## src/rtl/d5m_capture_pkg.sv

```systemverilog
// Shared types for the D5M pixel-capture path: FSM state encoding and the
// FIFO entry layout carried from the hold register to the output stream.
package d5m_capture_pkg;

    localparam int D5M_DATA_WIDTH = 12;

    typedef enum logic [1:0] {
        IDLE,
        ARMED,
        IN_FRAME
    } cap_state_e;

    typedef struct packed {
        logic [D5M_DATA_WIDTH-1:0] data;
        logic                      sop;
        logic                      eop;
    } fifo_entry_t;

endpackage

```

## src/rtl/d5m_capture_if.sv

```systemverilog
// Packetised pixel stream toward the frame writer; the capture block is the
// master, the downstream consumer drives out_ready as the slave.
interface d5m_capture_if
    import d5m_capture_pkg::*;
#(
    parameter int DATA_WIDTH = D5M_DATA_WIDTH
);
    logic [DATA_WIDTH-1:0] out_data;
    logic                  out_valid;
    logic                  out_ready;
    logic                  out_sop;
    logic                  out_eop;

    modport master (output out_data, out_valid, out_sop, out_eop, input out_ready);
    modport slave  (input out_data, out_valid, out_sop, out_eop, output out_ready);
endinterface

```

## src/rtl/d5m_pixel_fifo.sv

```systemverilog
// Show-ahead FIFO: storage array plus a registered head stage. fill_o counts
// every entry held, including the one presented on the head registers.
module d5m_pixel_fifo #(
    parameter  int WIDTH = 14,
    parameter  int DEPTH = 16,
    localparam int AW    = $clog2(DEPTH)
) (
    input  logic             clk,
    input  logic             reset,
    input  logic             push_i,
    input  logic [WIDTH-1:0] push_data_i,
    input  logic             pop_ready_i,
    output logic [WIDTH-1:0] head_data_o,
    output logic             head_valid_o,
    output logic [AW:0]      fill_o
);
    logic [WIDTH-1:0] mem_q [DEPTH];
    logic [AW-1:0]    wr_ptr_q;
    logic [AW-1:0]    rd_ptr_q;
    logic [AW:0]      mem_count_q;
    logic [WIDTH-1:0] head_data_q;
    logic             head_valid_q;
    logic             pop;
    logic             load_head;
    logic             wr_en;

    assign pop       = head_valid_q & pop_ready_i;
    assign load_head = (mem_count_q != '0) && (!head_valid_q || pop);
    assign fill_o    = mem_count_q + {{AW{1'b0}}, head_valid_q};
    // A full FIFO still takes a push in the cycle its head is consumed.
    assign wr_en     = push_i && ((fill_o < (AW+1)'(DEPTH)) || pop);

    always_ff @(posedge clk) begin
        if (wr_en) mem_q[wr_ptr_q] <= push_data_i;
    end

    always_ff @(posedge clk) begin
        if (reset) begin
            wr_ptr_q     <= '0;
            rd_ptr_q     <= '0;
            mem_count_q  <= '0;
            head_data_q  <= '0;
            head_valid_q <= 1'b0;
        end else begin
            if (wr_en) wr_ptr_q <= wr_ptr_q + 1'b1;
            if (load_head) rd_ptr_q <= rd_ptr_q + 1'b1;
            mem_count_q <= mem_count_q + {{AW{1'b0}}, wr_en} - {{AW{1'b0}}, load_head};
            if (load_head) begin
                head_data_q  <= mem_q[rd_ptr_q];
                head_valid_q <= 1'b1;
            end else if (pop) begin
                head_valid_q <= 1'b0;
            end
        end
    end

    assign head_data_o  = head_data_q;
    assign head_valid_o = head_valid_q;
endmodule

```

## src/rtl/d5m_capture.sv

```systemverilog
// TRDB-D5M capture front end: registers the raw sensor bus, frames pixels
// into an SOP/EOP stream through a one-pixel hold stage, and buffers it.
//   state    | meaning
//   IDLE     | capture off, or waiting for FVAL low before arming
//   ARMED    | waiting for the next FVAL rising edge
//   IN_FRAME | frame active, pixels flow through the hold register
module d5m_capture
    import d5m_capture_pkg::*;
#(
    parameter int DATA_WIDTH = D5M_DATA_WIDTH,
    parameter int FIFO_DEPTH = 16
) (
    input  logic                  clk,
    input  logic                  reset,
    input  logic                  enable_i,
    input  logic                  clear_status_i,
    input  logic                  sensor_frame_valid_i,
    input  logic                  sensor_line_valid_i,
    input  logic [DATA_WIDTH-1:0] sensor_data_i,
    d5m_capture_if.master         stream,
    output logic                  overflow_o,
    output logic [15:0]           frame_count_o,
    output logic [15:0]           last_line_count_o,
    output logic [15:0]           last_line_width_o,
    output logic                  busy_o
);
    localparam int FILL_W = $clog2(FIFO_DEPTH) + 1;

    logic                  s_fval_q, s_lval_q, s_fval_prev_q, s_lval_prev_q;
    logic [DATA_WIDTH-1:0] s_data_q;
    cap_state_e            state_q;
    logic [DATA_WIDTH-1:0] hold_data_q;
    logic                  hold_sop_q, hold_valid_q;
    logic [15:0]           line_cnt_q, line_cnt_d, width_q, width_d;
    logic                  overflow_q, busy_q;
    logic [15:0]           frame_count_q, last_line_count_q, last_line_width_q;

    logic              s_pix, fval_rise, lval_rise, active, room, fall;
    logic              pix_ok, drop, push_eop, push;
    logic [FILL_W-1:0] fifo_fill;
    fifo_entry_t       push_entry, head_entry;

    // Sensor sampling is left out of reset so IDLE sees the true FVAL level
    // right after reset and never arms in the middle of a frame.
    always_ff @(posedge clk) begin
        s_fval_q      <= sensor_frame_valid_i;
        s_lval_q      <= sensor_line_valid_i;
        s_data_q      <= sensor_data_i;
        s_fval_prev_q <= s_fval_q;
        s_lval_prev_q <= s_lval_q;
    end

    assign s_pix     = s_fval_q & s_lval_q;
    assign fval_rise = s_fval_q & ~s_fval_prev_q;
    assign lval_rise = s_lval_q & ~s_lval_prev_q & s_fval_q;
    assign active    = (state_q == IN_FRAME) || (state_q == ARMED && enable_i && fval_rise);
    assign fall      = (state_q == IN_FRAME) && !s_fval_q;
    // The last slot stays free so an accepted frame can always close with EOP.
    assign room      = fifo_fill < FILL_W'(FIFO_DEPTH - 1);
    assign pix_ok    = active && s_pix && room;
    assign drop      = active && s_pix && !room;
    assign push_eop  = fall && hold_valid_q;
    assign push      = (pix_ok && hold_valid_q) || push_eop;

    assign push_entry.data = hold_data_q;
    assign push_entry.sop  = hold_sop_q;
    assign push_entry.eop  = push_eop;

    always_comb begin
        line_cnt_d = line_cnt_q;
        width_d    = width_q;
        if (state_q == ARMED) begin
            line_cnt_d = '0;
            width_d    = '0;
        end
        if (active) begin
            if (lval_rise) begin
                line_cnt_d = line_cnt_d + 16'd1;
                width_d    = '0;
            end
            if (s_pix && width_d != 16'hFFFF) width_d = width_d + 16'd1;
        end
    end

    always_ff @(posedge clk) begin
        if (reset) begin
            state_q           <= IDLE;
            busy_q            <= 1'b0;
            hold_data_q       <= '0;
            hold_sop_q        <= 1'b0;
            hold_valid_q      <= 1'b0;
            line_cnt_q        <= '0;
            width_q           <= '0;
            overflow_q        <= 1'b0;
            frame_count_q     <= '0;
            last_line_count_q <= '0;
            last_line_width_q <= '0;
        end else begin
            line_cnt_q <= line_cnt_d;
            width_q    <= width_d;
            case (state_q)
                IDLE: begin
                    if (enable_i && !s_fval_q) begin
                        state_q <= ARMED;
                        busy_q  <= 1'b1;
                    end
                end
                ARMED: begin
                    if (!enable_i) begin
                        state_q <= IDLE;
                        busy_q  <= 1'b0;
                    end else if (fval_rise) begin
                        state_q <= IN_FRAME;
                    end
                end
                IN_FRAME: begin
                    if (fall) begin
                        state_q <= enable_i ? ARMED : IDLE;
                        busy_q  <= enable_i;
                    end
                end
                default: begin
                    state_q <= IDLE;
                    busy_q  <= 1'b0;
                end
            endcase
            // A pixel landing in an empty hold register opens the packet.
            if (pix_ok) begin
                hold_data_q  <= s_data_q;
                hold_sop_q   <= !hold_valid_q;
                hold_valid_q <= 1'b1;
            end else if (fall) begin
                hold_valid_q <= 1'b0;
            end
            if (push_eop) begin
                frame_count_q     <= frame_count_q + 16'd1;
                last_line_count_q <= line_cnt_q;
                last_line_width_q <= width_q;
            end
            if (drop) overflow_q <= 1'b1;
            else if (clear_status_i) overflow_q <= 1'b0;
        end
    end

    d5m_pixel_fifo #(
        .WIDTH($bits(fifo_entry_t)),
        .DEPTH(FIFO_DEPTH)
    ) u_fifo (
        .clk         (clk),
        .reset       (reset),
        .push_i      (push),
        .push_data_i (push_entry),
        .pop_ready_i (stream.out_ready),
        .head_data_o (head_entry),
        .head_valid_o(stream.out_valid),
        .fill_o      (fifo_fill)
    );

    assign stream.out_data   = head_entry.data;
    assign stream.out_sop    = head_entry.sop;
    assign stream.out_eop    = head_entry.eop;
    assign overflow_o        = overflow_q;
    assign frame_count_o     = frame_count_q;
    assign last_line_count_o = last_line_count_q;
    assign last_line_width_o = last_line_width_q;
    assign busy_o            = busy_q;
endmodule

```

## src/flat_wrapper.sv

```systemverilog
// flat-port wrapper written by rule: the top's interface ports become plain ports
module d5m_capture_flat import d5m_capture_pkg::*;
#(
    parameter int DATA_WIDTH = D5M_DATA_WIDTH,
    parameter int FIFO_DEPTH = 16
)
  (clk, reset, enable_i, clear_status_i, sensor_frame_valid_i, sensor_line_valid_i, sensor_data_i, overflow_o, frame_count_o, last_line_count_o, last_line_width_o, busy_o, stream_out_data, stream_out_valid, stream_out_sop, stream_out_eop, stream_out_ready);
  d5m_capture_if #(.DATA_WIDTH(DATA_WIDTH)) stream_i ();
  input  logic clk;
  input  logic reset;
  input  logic enable_i;
  input  logic clear_status_i;
  input  logic sensor_frame_valid_i;
  input  logic sensor_line_valid_i;
  input  logic [DATA_WIDTH-1:0] sensor_data_i;
  output logic overflow_o;
  output logic [15:0] frame_count_o;
  output logic [15:0] last_line_count_o;
  output logic [15:0] last_line_width_o;
  output logic busy_o;
  output wire logic [$bits(stream_i.out_data)-1:0] stream_out_data;
  output wire logic [$bits(stream_i.out_valid)-1:0] stream_out_valid;
  output wire logic [$bits(stream_i.out_sop)-1:0] stream_out_sop;
  output wire logic [$bits(stream_i.out_eop)-1:0] stream_out_eop;
  input wire logic [$bits(stream_i.out_ready)-1:0] stream_out_ready;
  assign stream_out_data = stream_i.out_data;
  assign stream_out_valid = stream_i.out_valid;
  assign stream_out_sop = stream_i.out_sop;
  assign stream_out_eop = stream_i.out_eop;
  assign stream_i.out_ready = stream_out_ready;
  d5m_capture #(.DATA_WIDTH(DATA_WIDTH), .FIFO_DEPTH(FIFO_DEPTH)) u_core (.clk(clk), .reset(reset), .enable_i(enable_i), .clear_status_i(clear_status_i), .sensor_frame_valid_i(sensor_frame_valid_i), .sensor_line_valid_i(sensor_line_valid_i), .sensor_data_i(sensor_data_i), .stream(stream_i), .overflow_o(overflow_o), .frame_count_o(frame_count_o), .last_line_count_o(last_line_count_o), .last_line_width_o(last_line_width_o), .busy_o(busy_o));
endmodule
```

## config.mk

```make
export PLATFORM = sky130hd
export DESIGN_NAME = d5m_capture_flat
export DESIGN_NICKNAME = d
export VERILOG_FILES = /design/src/rtl/d5m_capture_pkg.sv /design/src/rtl/d5m_capture_if.sv /design/src/rtl/d5m_pixel_fifo.sv /design/src/rtl/d5m_capture.sv /design/src/flat_wrapper.sv
export SDC_FILE = /design/constraint.sdc
export NUM_CORES = 1
export LEC_CHECK = 0
export BUFFER_PORTS_ARGS = -buffer_cell sky130_fd_sc_hd__buf_2
export CORE_MARGIN = 2
export CORE_UTILIZATION = 65
export CTS_CLUSTER_SIZE = 12
export DETAILED_ROUTE_END_ITERATION = 6
export GPL_TIMING_DRIVEN = 0
export PLACE_DENSITY = 0.92
export REMOVE_ABC_BUFFERS = 1
export SETUP_SLACK_MARGIN = 0.15
export SYNTH_ARGS = -nofsm -noshare
export SYNTH_HDL_FRONTEND = slang
export SYNTH_SLANG_ARGS = --single-unit
```

## constraint.sdc

```tcl
create_clock -name clk -period 5.6 [get_ports clk]
set_input_delay 0.84 -clock clk [delete_from_list [all_inputs] [get_ports clk]]
set_output_delay 0.84 -clock clk [all_outputs]
set_load 0.02 [all_outputs]
```

Word-level counts from Yosys, hierarchy flattened
Memory sizes are Yosys's and may differ from the RTL's. A register that Yosys moved wholly into a read port is not among the register bits.
Cells that the tools add are included.
- register bits: 128
- bits in latches: 0
- bits in writable memories: 224
- bits in read-only memories: 0
- input port bits: 19
- output and inout bits: 65
- logic and storage cells: 98
- memories kept: 1
- memory list (memory ; depth ; bits a word ; read ports ; clocked after Yosys merged registers in ; write ports ; line ; source):
    u_core.u_fifo.mem_q ; 16 ; 14 ; 1 ; 1 ; 1 ; d5m_pixel_fifo.sv:17 ; logic [WIDTH-1:0] mem_q [DEPTH];
- add/subtract/negate cells: 8
- $mul: 0
- divide/modulo/power cells: 0
- magnitude comparators: 2
- equality and inequality tests: 7
- shift-type cells: 0
- muxes and demuxes: 26
- bitwise gates (word level): 7
- reductions and logical operators: 27
- operator list (cell ; count):
    2-to-1 mux 16 bit ; 8
    adder 16 x 1 -> 16 bit (second input constant) ; 3
    inequality test 16 bit (second input constant) ; 1
    logical AND 1 bit ; 12
    2-to-1 mux 1 bit ; 12
    adder 5 x 1 -> 5 bit ; 2
    adder 4 x 1 -> 4 bit (second input constant) ; 2
    2-to-1 mux 2 bit ; 4
    case mux 2 bit (3 select lines) ; 1
    AND reduction 3 bit ; 2
    nonzero test 2 bit ; 3
    AND 1 bit ; 5
    < comparator 5 x 4 -> 1 bit (second input constant) ; 1
    < comparator 5 bit (second input constant) ; 1
    nonzero test 5 bit ; 1
    subtractor 5 x 1 -> 5 bit ; 1
    zero test 1 bit ; 4
    logical OR 1 bit ; 4
    inequality test 2 x 1 -> 1 bit (second input constant) ; 2
    inequality test 3 x 2 -> 1 bit (second input constant) ; 1
    case mux 1 bit (3 select lines) ; 1
    equality test 2 x 1 -> 1 bit (second input constant) ; 1
    equality test 2 bit (second input constant) ; 1
    zero test 2 bit ; 1
    2 further kinds ; 3

Depth between registers and ports, before layout
- depth after elaboration: 11
- mapped depth: 17
- gate-level depth less buffers: 16

Cells and area by module
From an unflattened synthesis, not the netlist that was laid out.
- cell total of the unflattened synthesis: 1047
- area total of the unflattened synthesis: 14774.2 µm²
- modules (own cells, without submodules) (module ; instances ; cells each ; area an instance (µm²) ; sequential area each (µm²)):
    d5m_pixel_fifo ; 1 ; 491 ; 10030.9 ; 7287.0
    d5m_capture ; 1 ; 556 ; 4743.3 ; 2282.2

Worst setup path before layout
OpenSTA, ideal clock, no wires.
- kind: in2reg
- start: input enable_i
- end: register u_core.u_fifo.mem_count_q[4]
- setup time: 128 ps
- data arrival time: 3260 ps
- data required time: 5472 ps
- slack: 2212 ps
- stages on the path: 15
- buffers on the path: 1
- path through: and4bb_4 > o21ba_2 > a31oi_1 > nor2_1 > clkbuf_1 > inv_1 > ha_1 > inv_1 > ha_1 > fa_1 > a21oi_1 > nor2_1 > nor2_1 > xnor2_1 > nor2_1
- cells in the longest elaborated chain, start to end: 10
- ends and longest elaborated chain (what ; line ; source):
    start: declaration ; flat_wrapper.sv:11 ; input logic enable_i;
    logical AND 1 bit (2 in a row) ; d5m_capture.sv:56 ; assign active = (state_q == IN_FRAME) || (state_q == ARMED && enable_i && fval_rise);
    logical OR 1 bit ; d5m_capture.sv:56 ;
    logical AND 1 bit (2 in a row) ; d5m_capture.sv:60 ; assign pix_ok = active && s_pix && room;
    logical AND 1 bit ; d5m_capture.sv:63 ; assign push = (pix_ok && hold_valid_q) || push_eop;
    logical OR 1 bit ; d5m_capture.sv:63 ;
    logical AND 1 bit ; d5m_pixel_fifo.sv:31 ; assign wr_en = push_i && ((fill_o < (AW+1)'(DEPTH)) || pop);
    adder 5 x 1 -> 5 bit ; d5m_pixel_fifo.sv:47 ; mem_count_q <= mem_count_q + {{AW{1'b0}}, wr_en} - {{AW{1'b0}}, load_head};
    subtractor 5 x 1 -> 5 bit ; d5m_pixel_fifo.sv:47 ;
    end signal: assignment ; d5m_pixel_fifo.sv:47 ;
    end: declaration ; d5m_pixel_fifo.sv:20 ; logic [AW:0] mem_count_q;
No other way between the ends.
A chain may end at the register's enable or synchronous reset.

Final worst setup path
- start: register u_core.u_fifo.mem_count_q[0]
- end: register u_core.u_fifo.mem_count_q[4]
- cells in the longest elaborated chain, start to end: 8
- elaborated cells between the ends (all ways): 12
- those cells by class: 3 x add/sub; 2 x order compare; 7 x reduce/logical
- ends and longest elaborated chain (what ; line ; source):
    adder 5 x 1 -> 5 bit ; d5m_pixel_fifo.sv:29 ; assign fill_o = mem_count_q + {{AW{1'b0}}, head_valid_q};
    < comparator 5 x 4 -> 1 bit ; d5m_capture.sv:59 ; assign room = fifo_fill < FILL_W'(FIFO_DEPTH - 1);
    logical AND 1 bit ; d5m_capture.sv:60 ;
    logical AND 1 bit ; d5m_capture.sv:63 ;
    logical OR 1 bit ; d5m_capture.sv:63 ;
    logical AND 1 bit ; d5m_pixel_fifo.sv:31 ;
    adder 5 x 1 -> 5 bit ; d5m_pixel_fifo.sv:47 ;
    subtractor 5 x 1 -> 5 bit (*) ; d5m_pixel_fifo.sv:47 ;
Mark *: on every way between the ends. The rest lies on a longest branch, timed or not.

==> flow_metrics.tcl <==
set metrics [dict create \
    pins_over_slew_limit 0 \
    yosys-top-cells-area "sky130_fd_sc_hd__edfxtp_1 46%, sky130_fd_sc_hd__dfxtp_1 20%, sky130_fd_sc_hd__mux4_2 8.7%, sky130_fd_sc_hd__nand2_1 2.7%, sky130_fd_sc_hd__mux2i_1 2.2%" \
    root_buffer "sky130_fd_sc_hd__clkbuf_16" \
    whs_path_depth 1 \
    grt_antenna_before_repair 0 \
    global_route.usage.total_pct 27.9 \
    post_cts_resize_count 0 \
    crit_path_start_kind "flip-flop" \
    clock_tree.buffer_depth 3 \
    dp_hpwl_um 18300 \
    critPathKind "flip-flop to flip-flop" \
    grt.overflow.total 0 \
    drive_above_1_share_pct 19.2 \
    floorplan.rows 54 \
    cts_sinks 366 \
    clock_latency_ns 0.52 \
    die_y_um 153 \
    cts_tree "yes" \
    wirelength_um 32700 \
    detailroute.via_count 9100 \
    avgSynthCellArea_um2 14.0 \
    total_standard_cell_area_after_synthesis_um2 14500 \
    fin_worst_skew_ns 0.0208 \
    clk_pin_slew_ns 0.06 \
    worstSetupEndpointType "flip-flop" \
    cp_cell_sequence "ha_1 > ha_1 > nand2_1 > xor2_1 > o21ai_0 > nor2_1 > inv_1 > ha_1 > inv_1 > ha_1 > fa_1 > a21oi_1 > nor2_1 > nor2_1 > xnor2_1 > nor2_1" \
    flow.area_growth_from_synthesis_pct 12.6 \
    worst_slew_margin_rel_pct 17.1 \
    detail_route.iter0.violations 843 \
    placement.io_buffers 83 \
    detail_route.vias_per_cell 6.41 \
    synth_cell_type_count 65 \
    highest_net_fanout_along_the_worst_path 15 \
    cts.htree.levels 2 \
    final_area_um2 16300 \
    number_of_cts_inserted_buffers 38 \
    final_util_pct 74.6 \
    die_width_um 153 \
    floorplan.die_area_um2 23500 \
    vdd.ir_drop.worst_mv 0.246 \
    synth_area_leader_cell "sky130_fd_sc_hd__edfxtp_1" \
    gp_congestion 0.877 \
    crit_path_top_delay_cell "sky130_fd_sc_hd__nor2_1" \
    maximum_number_of_pins_on_one_net_before_global_route_repair 66 \
    synth-async-reset-ratio_pct 0 \
    syn_inst 1037 \
    reg2reg_depth 16 \
    fin_setup_tns_ns 0 \
    min_tclk_post_route_ns 3.88 \
    period_share_pct 69.4 \
    synth_seq_cells 366 \
    cts.hold.buffers_added 0 \
    finalHoldViolCount 0 \
    cp.required_ns 6.00 \
    yosys_warnings 0 \
    outcome "finished clean" \
    cp.arrival_ns 4.28 \
    final_nets 1149 \
    tightestPinTransition_ns 1.24 \
    floorplan.io_pins 84 \
    power_density_nw_per_um2 403 \
    hp-class "primary input to flip-flop" \
    setup_viol 0 \
    grt_first_pass_wirelength_um 50800 \
    drc 0 \
    drt.antenna.violating_nets 0 \
    hold_ws_ns 0.419 \
    post_drt_wl_per_cell_um 23.0 \
    ys.flop_type "sky130_fd_sc_hd__edfxtp_1" \
    timing.fmax_mhz 257 \
    drt-pass1-iter-count 7 \
    first_global_vias 9070 \
    static-leakage-power_uw 0.00590 \
    yosysSeqAreaShare_pct 66.0 \
    preCtsSetupSlack_ns 1.61 \
    critical-path-max-stage-delay_ns 0.74 \
    floorplan.initialDensity_pct 66.2 \
    postCtsSetupRepairBufs 0 \
    core_region_area_um2 21900 \
    setup_ws_ns 1.72 \
    synth-edff-count 224 \
    max_cap_violations 0 \
    postPlaceCellArea_um2 15100 \
    synthDominantCellAreaShare_pct 46.4 \
    grt_setup_unrepaired "false" \
    antenna_cells_inserted 0 \
]
==> Yosys cell counts (14+ instances only) <==
cell / instances
sky130_fd_sc_hd__mux4_2: 56
sky130_fd_sc_hd__and3_1: 17
sky130_fd_sc_hd__o21ai_0: 15
sky130_fd_sc_hd__nor2_1: 63
sky130_fd_sc_hd__ha_1: 18
sky130_fd_sc_hd__clkbuf_1: 37
sky130_fd_sc_hd__a21oi_1: 55
sky130_fd_sc_hd__xnor2_1: 17
sky130_fd_sc_hd__or3_1: 14
sky130_fd_sc_hd__nand2_1: 104
sky130_fd_sc_hd__dfxtp_1: 142
sky130_fd_sc_hd__a211oi_1: 16
sky130_fd_sc_hd__edfxtp_1: 224
sky130_fd_sc_hd__o22ai_1: 16
sky130_fd_sc_hd__mux2i_1: 32
sky130_fd_sc_hd__nor3_1: 18
sky130_fd_sc_hd__inv_1: 23
sky130_fd_sc_hd__mux2_2: 16
sky130_fd_sc_hd__nand3_1: 20
==> path summary, 6_finish.rpt <==
check	start	to	slack [ns]
worst max-delay path	u_core.u_fifo.mem_count_q[0]	u_core.u_fifo.mem_count_q[4]	1.72
worst min-delay path	sensor_line_valid_i	u_core.s_lval_q	0.42
worst max register to register	u_core.u_fifo.mem_count_q[0]	u_core.u_fifo.mem_count_q[4]	1.72
worst min register to register	u_core.last_line_width_o[1]	u_core.last_line_width_o[1]	0.46
==> critical path, delay by kind of cell, from the launching register on <==
| kind | cells | cell delay (ns) |
|---|---|---|
| buf+inv | 2 | 0.16 |
| fa+ha+maj | 5 | 1.35 |
| flops | 1 | 0.34 |
| simple gates | 5 | 1.04 |
| compound gates | 2 | 0.46 |
| xor+xnor | 2 | 0.41 |
==> layer usage <==
layer  GRT usage [%]  wire length (um)  share of wire [%]
met1            36.8             12700                 39
met4            9.65               884                2.7
met5               0                 0                  0
met3            5.22              2510                7.7
met2            47.1             16600                 51
==> sequential cells by signal (all words and copies together) (netlist names) <==
signal	count
u_core.state_q	2
u_core.width_q	16
u_core.s_fval_prev_q	1
u_core.u_fifo.head_valid_o	1
u_core.hold_data_q	12
u_core.last_line_width_o	16
u_core.u_fifo.wr_ptr_q	4
u_core.u_fifo.rd_ptr_q	4
u_core.u_fifo.head_data_o	14
u_core.s_fval_q	1
u_core.s_data_q	12
u_core.hold_valid_q	1
u_core.hold_sop_q	1
u_core.u_fifo.mem_count_q	5
u_core.line_cnt_q	16
u_core.busy_o	1
u_core.s_lval_q	1
u_core.u_fifo.mem_q	224
u_core.overflow_o	1
u_core.last_line_count_o	16
u_core.frame_count_o	16
u_core.s_lval_prev_q	1
==> layout by cell type, fill, tap and decap left out, drive strengths merged, types with 17 or more instances in the layout <==
cell type	n
nor3	18
edfxtp	224
a21oi	55
inv	24
nor2	63
buf	86
dfxtp	142
nand2	104
mux2i	32
nand3	20
xnor2	17
clkbuf	67
o21ai	18
ha	18
and3	17
mux4	56
==> where the power goes <==
group,total [uW],switching [uW],internal [uW],leakage [uW]
logic,1020,486,536,0.00199
clock network,2410,994,1420,0.000574
registers,3140,216,2920,0.00334
==> cell type report <==
type	instances	area (um2)
repair buffers	86	488
flip-flops and latches	366	9580
fillers	1276	5560
well taps	280	350
clock buffers	67	1170
inverters	24	90.1
multi-input cells	595	4630
clock inverters	2	13.8
==> metrics by stage <==
| stage | instances | power [uW] |
|---|---|---|
| 2_1_floorplan | 985 | 3890 |
| 3_3_place_gp | 1348 | 4170 |
| 3_5_place_dp | 1351 | 4190 |
| 4_1_cts | 1420 | 6590 |
| 5_1_grt | 1420 | 6780 |
| 6_report | 1420 | 6570 |
==> kinds of logic (layout without fill, tap and decap cells) <==
logic type,Yosys count,after routing,synth area share [%]
flip-flops,366,366,66.0
adder cells (fa/ha/maj),19,19,1.69
multiplexers,104,104,12.1
AO/OA/AOI/OAI,142,142,6.22
AND/OR/NAND/NOR,301,301,10.1
buffers and inverters,76,179,2.10
XOR/XNOR,29,29,1.75
Power figures use the tool's default switching activity.
